**config.mk**
```make
export PLATFORM = sky130hd
export DESIGN_NAME = controle_exibicao
export DESIGN_NICKNAME = d
export VERILOG_FILES = /design/src/rtl/geogenius_pkg.sv /design/src/rtl/contador_timer.sv /design/src/rtl/controle_exibicao.sv
export SDC_FILE = /design/constraint.sdc
export NUM_CORES = 1
export LEC_CHECK = 0
export CAP_MARGIN = 0
export CORE_MARGIN = 3
export CORE_UTILIZATION = 40
export CTS_BUF_LIST = sky130_fd_sc_hd__clkbuf_16
export CTS_CLUSTER_SIZE = 25
export DETAILED_ROUTE_END_ITERATION = 16
export SYNTH_ARGS = -nofsm -noshare
export SYNTH_HDL_FRONTEND = slang
export SYNTH_SLANG_ARGS = --single-unit
```
**constraint.sdc**
```tcl
create_clock -name clock -period 1.9 [get_ports clock]
set_input_delay 0.285 -clock clock [delete_from_list [all_inputs] [get_ports clock]]
set_output_delay 0.285 -clock clock [all_outputs]
set_load 0.1 [all_outputs]
```
**src/rtl/geogenius_pkg.sv**
```systemverilog
// Shared definitions for the playback sequencer.
//   estado_t       : FSM state codes, also shown on the debug display
//   *_PADRAO       : default timing constants, in clock cycles
//   N_LEDS         : number of board LEDs
//   largura_timer  : timer width able to hold (largest constant - 1)
package geogenius_pkg;

    typedef enum logic [3:0] {
        INICIAL = 4'd0,
        PREPARA = 4'd1,
        LIGA    = 4'd2,
        DESLIGA = 4'd3,
        FIM     = 4'd4
    } estado_t;

    localparam int T_LIGADO_FACIL_PADRAO   = 1000;
    localparam int T_LIGADO_DIFICIL_PADRAO = 500;
    localparam int T_DESLIGADO_PADRAO      = 250;
    localparam int N_LEDS                  = 8;

    // The timer only ever reaches T-1, so $clog2(T) bits suffice; at
    // least one bit is kept so the counter never collapses to zero width.
    function automatic int largura_timer(input int a, input int b, input int c);
        int m;
        m = a;
        if (b > m) m = b;
        if (c > m) m = c;
        return ($clog2(m) < 1) ? 1 : $clog2(m);
    endfunction

endpackage

```
**src/rtl/contador_timer.sv**
```systemverilog
// Up-counter used to time the LED on and blank intervals.
//   clock, reset : system clock, asynchronous active-low reset
//   limpar       : synchronous clear (wins over habilitar)
//   habilitar    : count enable
//   valor        : current count
module contador_timer #(
    parameter int W = 4
) (
    input  logic         clock,
    input  logic         reset,
    input  logic         limpar,
    input  logic         habilitar,
    output logic [W-1:0] valor
);

    always_ff @(posedge clock or negedge reset) begin
        if (!reset) begin
            valor <= '0;
        end else if (limpar) begin
            valor <= '0;
        end else if (habilitar) begin
            valor <= valor + 1'b1;
        end
    end

endmodule

```
**src/rtl/controle_exibicao.sv**
```systemverilog
// Plays the stored colour sequence back on the LEDs before the player's turn.
// Walks the sequence memory from address 0 to the latched round index,
// lighting one LED per entry, then blanking for a fixed gap, and finally
// pulses pronto for one cycle.
//   clock, reset  : system clock, asynchronous active-low reset
//   iniciar       : start playback (sampled in INICIAL only)
//   cancelar      : abort playback, highest priority
//   dificuldade   : on-time select, latched with iniciar
//   rodada        : index of last entry to show, latched with iniciar
//   dado_memoria  : LED index read combinationally at endereco
//   endereco      : sequence memory read address
//   leds          : one-hot LED drive (registered)
//   exibindo      : playback in progress
//   pronto        : one-cycle pulse on normal completion (registered)
//   db_estado     : state code for the debug display
module controle_exibicao
    import geogenius_pkg::*;
#(
    parameter int N_END            = 4,
    parameter int T_LIGADO_FACIL   = T_LIGADO_FACIL_PADRAO,
    parameter int T_LIGADO_DIFICIL = T_LIGADO_DIFICIL_PADRAO,
    parameter int T_DESLIGADO      = T_DESLIGADO_PADRAO
) (
    input  logic              clock,
    input  logic              reset,
    input  logic              iniciar,
    input  logic              cancelar,
    input  logic              dificuldade,
    input  logic [N_END-1:0]  rodada,
    input  logic [2:0]        dado_memoria,
    output logic [N_END-1:0]  endereco,
    output logic [N_LEDS-1:0] leds,
    output logic              exibindo,
    output logic              pronto,
    output logic [3:0]        db_estado
);

    localparam int TW = largura_timer(T_LIGADO_FACIL, T_LIGADO_DIFICIL, T_DESLIGADO);
    localparam logic [TW-1:0] FIM_FACIL     = TW'(T_LIGADO_FACIL - 1);
    localparam logic [TW-1:0] FIM_DIFICIL   = TW'(T_LIGADO_DIFICIL - 1);
    localparam logic [TW-1:0] FIM_DESLIGADO = TW'(T_DESLIGADO - 1);

    estado_t           estado, prox_estado;
    logic [N_END-1:0]  ultimo, prox_ultimo, prox_endereco;
    logic              dif_r, prox_dif;
    logic [2:0]        cor_r, prox_cor;
    logic [TW-1:0]     tempo;
    logic              timer_limpar, timer_habilitar;
    logic              fim_ligado, fim_desligado;
    logic [N_LEDS-1:0] prox_leds;
    logic              prox_pronto;

    contador_timer #(.W(TW)) u_timer (
        .clock     (clock),
        .reset     (reset),
        .limpar    (timer_limpar),
        .habilitar (timer_habilitar),
        .valor     (tempo)
    );

    assign fim_ligado    = (tempo == (dif_r ? FIM_DIFICIL : FIM_DESLIGADO_OR_FACIL()));
    assign fim_desligado = (tempo == FIM_DESLIGADO);

    function automatic logic [TW-1:0] FIM_DESLIGADO_OR_FACIL();
        return FIM_FACIL;
    endfunction

    always_comb begin
        prox_estado     = estado;
        prox_endereco   = endereco;
        prox_ultimo     = ultimo;
        prox_dif        = dif_r;
        prox_cor        = cor_r;
        timer_limpar    = 1'b0;
        timer_habilitar = 1'b0;

        if (cancelar) begin
            prox_estado   = INICIAL;
            prox_endereco = '0;
            timer_limpar  = 1'b1;
        end else begin
            case (estado)
                INICIAL: begin
                    timer_limpar = 1'b1;
                    if (iniciar) begin
                        prox_ultimo   = rodada;
                        prox_dif      = dificuldade;
                        prox_endereco = '0;
                        prox_estado   = PREPARA;
                    end
                end
                PREPARA: begin
                    prox_cor     = dado_memoria;
                    timer_limpar = 1'b1;
                    prox_estado  = LIGA;
                end
                LIGA: begin
                    if (fim_ligado) begin
                        timer_limpar = 1'b1;
                        prox_estado  = DESLIGA;
                    end else begin
                        timer_habilitar = 1'b1;
                    end
                end
                DESLIGA: begin
                    if (fim_desligado) begin
                        timer_limpar = 1'b1;
                        // Compare before incrementing so a full-range
                        // round never wraps the address.
                        if (endereco == ultimo) begin
                            prox_estado = FIM;
                        end else begin
                            prox_endereco = endereco + 1'b1;
                            prox_estado   = PREPARA;
                        end
                    end else begin
                        timer_habilitar = 1'b1;
                    end
                end
                FIM:     prox_estado = INICIAL;
                default: prox_estado = INICIAL;
            endcase
        end

        // Outputs are decoded from the next state so the registered
        // versions line up with the state they belong to.
        prox_leds = '0;
        if (prox_estado == LIGA) begin
            prox_leds[prox_cor] = 1'b1;
        end
        prox_pronto = (prox_estado == FIM);
    end

    always_ff @(posedge clock or negedge reset) begin
        if (!reset) begin
            estado   <= INICIAL;
            endereco <= '0;
            ultimo   <= '0;
            dif_r    <= 1'b0;
            cor_r    <= '0;
            leds     <= '0;
            pronto   <= 1'b0;
        end else begin
            estado   <= prox_estado;
            endereco <= prox_endereco;
            ultimo   <= prox_ultimo;
            dif_r    <= prox_dif;
            cor_r    <= prox_cor;
            leds     <= prox_leds;
            pronto   <= prox_pronto;
        end
    end

    assign exibindo  = (estado == PREPARA) || (estado == LIGA) || (estado == DESLIGA);
    assign db_estado = estado;

endmodule

```
==> summary.txt <==
Run status
  • Status: complete, no violations

Run
  • Max_cap viols: 0

Logic synthesis
  • Synth Cell Area: 1707 µm²
  • Top cells by count, synth: 35 x dfrtp_1, 14 x nor2_1, 11 x nand2_1, 10 x nand3_1, 8 x xnor2_1
  • Avg Inst Size Synth: 10.87 µm²
  • Number of flops mapped to enable cells by yosys: 0
  • Ys async rst share: 100.0%
  • Area contributors post-synth: dfrtp_1 51%, xnor2_1 4.1%, mux2_2 3.3%
  • Yosys warning count: 0
  • Post-Synthesis Cells: 157
  • Post-Syn Nets: 172
  • Post-synthesis sequential area ratio: 51.32%
  • Most used DFF post-synth: dfrtp_1
  • Number of synthesized register bits: 35
  • Synth top area share: 51.32%
  • Area leader, netlist: dfrtp_1
  • Distinct cells, synth: 41
  • Most common cell in the netlist: dfrtp_1

Drt
  • Total wire length: 4.082 mm
  • Iter 0 DRT Violations: 67
  • Via count: 1,375
  • Vias per inst: 5.288
  • DRC: 0
  • WL/cell: 15.70 µm
  • ANT nets after route: 0
  • Pre-antenna DRT Iters: 4

Power and ir drop
  • Power per cell area: 736.5 nW/µm²
  • Max IR drop VDD: 0.4808 mV
  • Leak: 1.018 nW
  • Power Total: 1.812 mW

STA
  • Clock skew: 0.003439 ns
  • Hold_ws: 0.4200 ns
  • Final period util: 96.99%
  • Setup Viol. Count Final: 0
  • Fin. Hold Viols: 0
  • Final TNS setup: 0 ns
  • Max Slew Vio Count: 0
  • RSZ-0062 raised after global routing: yes
  • Crit path time final: 1.843 ns
  • Max Freq: 542.6 MHz

Clock tree
  • Cts-stage hold buffer count: 0
  • Clock tree sinks: 35
  • CTS tree: done
  • Root buf cell: clkbuf_16
  • CTS buffer count: 5
  • Depth of the CTS H-tree: 2
  • Worst skew pair latency: 0.28 ns
  • CTS clk-pin slew, worst paths: 0.05 ns
  • Clock Path Buffers: 2

Worst setup path
  • R2R Setup Slk: 0.06 ns
  • Reg2reg start: u_timer.valor[0]
  • Crit-path max FO: 8
  • Crit. End Element: register
  • Critical-path top delay cell: dfrtp_1
  • Worst r2r path cells: 7
  • Critical Path RT: 2.04 ns
  • WS Path Type: reg -> reg
  • Max stage delay on crit path: 0.39 ns
  • Worst setup SP type: register
  • Crit-path cells: buf_6, ha_4, and4b_1, o2111a_2, mux2i_4, o22ai_4, nor4_1
  • CP arrival: 1.99 ns
  • R2R Path End: leds[5]

Cells and area
  • Final Instance Area: 2460 µm²
  • Layout cell share with drive strength beyond 1: 40.48%
  • Layout overhead on the synthesized area: 44.13%
  • Diodes inserted: 0
  • Core Util, Final: 60.62%
  • Fin nets: 224

GRT
  • Met3 Use GR: 6.171%
  • Global-route wire length before repair: 6.748 mm
  • Total track usage: 17.21%
  • Initial antenna violation count: 0
  • Gr ovfl total: 0
  • Global route hottest layer: met2
  • GR Util met1: 20.54%
  • Vias in the first global route: 1,448
  • Met2 usage: 27.65%
  • Largest net degree at the start of global routing: 36

Floorplan
  • Die area: 5087 µm²
  • Core Area: 4058 µm²
  • Row Count: 23
  • Die X: 71.32 µm
  • Io pins: 30
  • Initial Util: 42.06%
  • Die Y: 71.32 µm

Place
  • HPWL after detailed placement: 2.957 mm
  • Placer's final routability congestion estimate: 0.8455
  • Dpl cell area: 2170 µm²
  • Port Buf Inserts: 29

Hold path
  • Worst Hold Class: in -> async
==> routing by layer <==
metal	vias up	part of all wire [%]	wire length [µm]
met5	-	0	0
met4	0	2.6	106
met3	11	3.2	132
met2	28	50	2051
met1	675	44	1791
li1	661	-	-
==> final cells by class <==
cell class,instances,area [µm²]
well taps,50,62.56
clock inverters,3,15.01
fillers,317,1598
clock buffers,5,125.1
flip-flops and latches,35,893.4
multi-input cells,112,924.6
repair buffers,47,409.1
inverters,8,30.03
==> metrics by stage <==
step,setup WS (ns),std cells
6_report,0.05713,260
5_1_grt,-0.03502,260
4_1_cts,0.001331,257
3_5_place_dp,-0.07787,249
3_3_place_gp,0.03943,249
2_1_floorplan,-0.03968,157
==> logic make-up (layout without fill, tap and decap cells) <==
| kind of cell | count (synthesis) | count (layout) | synth area share, % |
|---|---|---|---|
| and+or+nand+nor | 63 | 63 | 19.65 |
| DFF | 35 | 35 | 51.32 |
| AOI/OAI and AO/OA | 23 | 23 | 11.36 |
| xor gates and xnor gates | 13 | 13 | 6.672 |
| buffers and inverters | 10 | 63 | 2.200 |
| muxes | 9 | 9 | 6.378 |
| adders and majority gates | 3 | 3 | 2.200 |
| other | 1 | 1 | 0.2197 |
==> state kept, by name, indices dropped and copies added, names as in the netlist <==
name / cells
u_timer.valor: 10
leds: 8
db_estado: 4
endereco: 4
ultimo: 4
cor_r: 3
dif_r: 1
pronto: 1
==> cells in the final DEF (no fill, tap or decap), types with 2 or more instances in the layout <==
master            n
nand2_1          10
xnor2_1           8
mux2i_1           2
nor2_1           12
nand3b_1          2
nand3_1           9
nor3_2            4
nor3_1            3
dfrtp_4           3
clkdlybuf4s50_1  11
o21ai_0           5
mux2_2            5
nor4_2            5
xor2_1            5
clkinv_1          2
a21oi_1           4
ha_1              2
inv_1             7
buf_4            33
dfrtp_1          27
buf_12            2
dfrtp_2           5
nand4_1           2
clkbuf_16         5
and4_1            2
==> where the power goes <==
| part | total, mW | switching, mW | internal (mW) |
|---|---|---|---|
| registers | 0.814 | 0.0290 | 0.785 |
| clock network | 0.762 | 0.287 | 0.475 |
| logic | 0.235 | 0.133 | 0.102 |
| total | 1.81 | 0.449 | 1.36 |
==> how the worst max path moves through the flow <==
stage          slack, ns        startpoint          endpoint
6_report            0.06  u_timer.valor[0]           leds[5]
5_1_grt            -0.04  u_timer.valor[0]           leds[3]
4_1_cts            0.001  u_timer.valor[0]           leds[4]
3_5_place_dp       -0.08          cancelar           leds[2]
3_3_place_gp        0.04          cancelar           leds[4]
2_1_floorplan      -0.04      db_estado[3]  u_timer.valor[7]
==> critical path: cells and delay by family, from the launching register on <==
kind	cells	cell delay [ns]
flops	1	0.39
mux	1	0.12
simple gates	2	0.29
compound gates	2	0.66
fa+ha+maj	1	0.13
buf+inv	1	0.13
==> repair_timing <==
| action | 4_1_cts | 5_1_grt |
|---|---|---|
| gates resized for setup | 3 | 21 |
| setup buffers | 0 | 3 |
| pin swaps | 0 | 4 |
| endpoints found under the setup margin | 2 | 17 |
Note: power is estimated with default switching activity, not from simulation.
==> RTL edit: new RTL, config.mk and constraints unchanged <==
Change the parameter `N_END` from 4 to 5.
--- a/src/rtl/controle_exibicao.sv
+++ b/src/rtl/controle_exibicao.sv
@@ -16,7 +16,7 @@
 module controle_exibicao
     import geogenius_pkg::*;
 #(
-    parameter int N_END            = 4,
+    parameter int N_END            = 5,
     parameter int T_LIGADO_FACIL   = T_LIGADO_FACIL_PADRAO,
     parameter int T_LIGADO_DIFICIL = T_LIGADO_DIFICIL_PADRAO,
     parameter int T_DESLIGADO      = T_DESLIGADO_PADRAO
Interface: changed (resized endereco and rodada); port bits go from 30 to 32. The function was not compared with the original's and may differ.
==> RTL edit against the unedited design <==
  * Wire length grew 2.3%
  * Worst hold slack gained 0.0078 ns
  * Design area grew 5.7%
  * Power grew 13%
  * Synthesized cell count grew 7.6%
  * Sequential cell count grew 2
  * First-iteration DRC count shrank 6.0%
  * Setup slack gained 0.0061 ns
  * Synthesized area grew 13%
  * Highest routed layer unchanged
  * Die area grew 12%
  * Critical path depth shrank 1
  * Largest cell class unchanged
==> RTL edit: results <==
run_status:
  status: "complete, no violations"
timing:
  skew_ns: 0.00395
  hold_ws_ns: 0.428
  period_needed_ns: 1.84
placement:
  port_buffers: 31
  post_dp_cell_area_mm2: 0.00236
  dp.cells: 256
  gp_congestion: 0.825
  post-place-ws_ns: -0.0870
  hpwl_mm: 3.12
synthesis:
  syn-num-nets: 185
  ys.flop_type: "dfrtp_1"
  ys_seq_area_share_pct: 47.9
  async_flop_share_pct: 100
  synth_cell_types: 46
  synthTopCellsByArea: "dfrtp_1 48%, mux2_2 4.1%, xnor2_1 4.1%"
  syn_inst: 169
  synth_common_cells: "37 x dfrtp_1, 14 x nor2_1, 11 x nor3_1"
cts:
  cts_buffers: 5
  hold_buffers: 0
  ctsResizeCount: 0
  cts_root_buffer: "clkbuf_16"
  htreeDepth: 2
  clkLatencyLatePin_ns: 0.28
global_route:
  grt_pass1_wl_mm: 7.10
  grt_max_degree: 38
  grt_use_total_pct: 16.6
  grt_pass1_vias: 1535
pwr:
  powerComb_uw: 242
  p_leak_uw: 0.00115
  seq_power_share_pct: 42.1
  combPwrFrac_pct: 11.8
  ir_worst_vdd_uv: 458
  p_sw_uw: 484
worst_setup_path:
  r2r-end: "endereco[2]$_DFFE_PN0P_"
  r2r_slack_ns: 0.06
  worst_path_largest_cell_delay_ns: 0.44
  rr_worst_depth: 6
  r2r-start: "u_timer.valor[1]$_DFFE_PN0P_"
  cp_slowest_cell: "a221o_1"
  worstPathMaxFanout: 5
  crit_start: "u_timer.valor[1]$_DFFE_PN0P_"
layout:
  layout.nets: 229
  stdcell_count: 266
  drive_gt1_share_pct: 36.9
route:
  routed_via_density: 5.41
  wl_mm: 4.18
  dr.first_iter.drc_count: 63
hold_path:
  min-delay-path-class: "input port to asynchronous set/reset pin"
-- RTL edit: cell type report --
type | count | area [µm²]
clock inverters | 3 | 46.3
well taps | 52 | 65.1
repair buffers | 41 | 400
multi-input cells | 123 | 1010
flip-flops and latches | 37 | 940
fillers | 386 | 1900
inverters | 5 | 18.8
clock buffers | 5 | 125
-- RTL edit: kinds of logic after synthesis --
family	count (synthesis)	share of synthesized area, %
multiplexers	10	6.02
adder cells (fa/ha/maj)	3	1.94
AND/OR/NAND/NOR	73	23.8
other	1	0.194
XOR/XNOR	14	6.35
buffers and inverters	9	2.59
flip-flops	37	47.9
AO/OA/AOI/OAI	22	11.2
-- RTL edit: per-layer routing --
| layer | up-vias | GRT usage [%] | share of wire [%] |
|---|---|---|---|
| li1 | 699 | - | - |
| met1 | 703 | 20.4 | 45 |
| met2 | 32 | 26.7 | 50 |
| met3 | 4 | 4.49 | 4.5 |
| met4 | 0 | 8.16 | 1.0 |
| met5 | - | 0 | 0 |
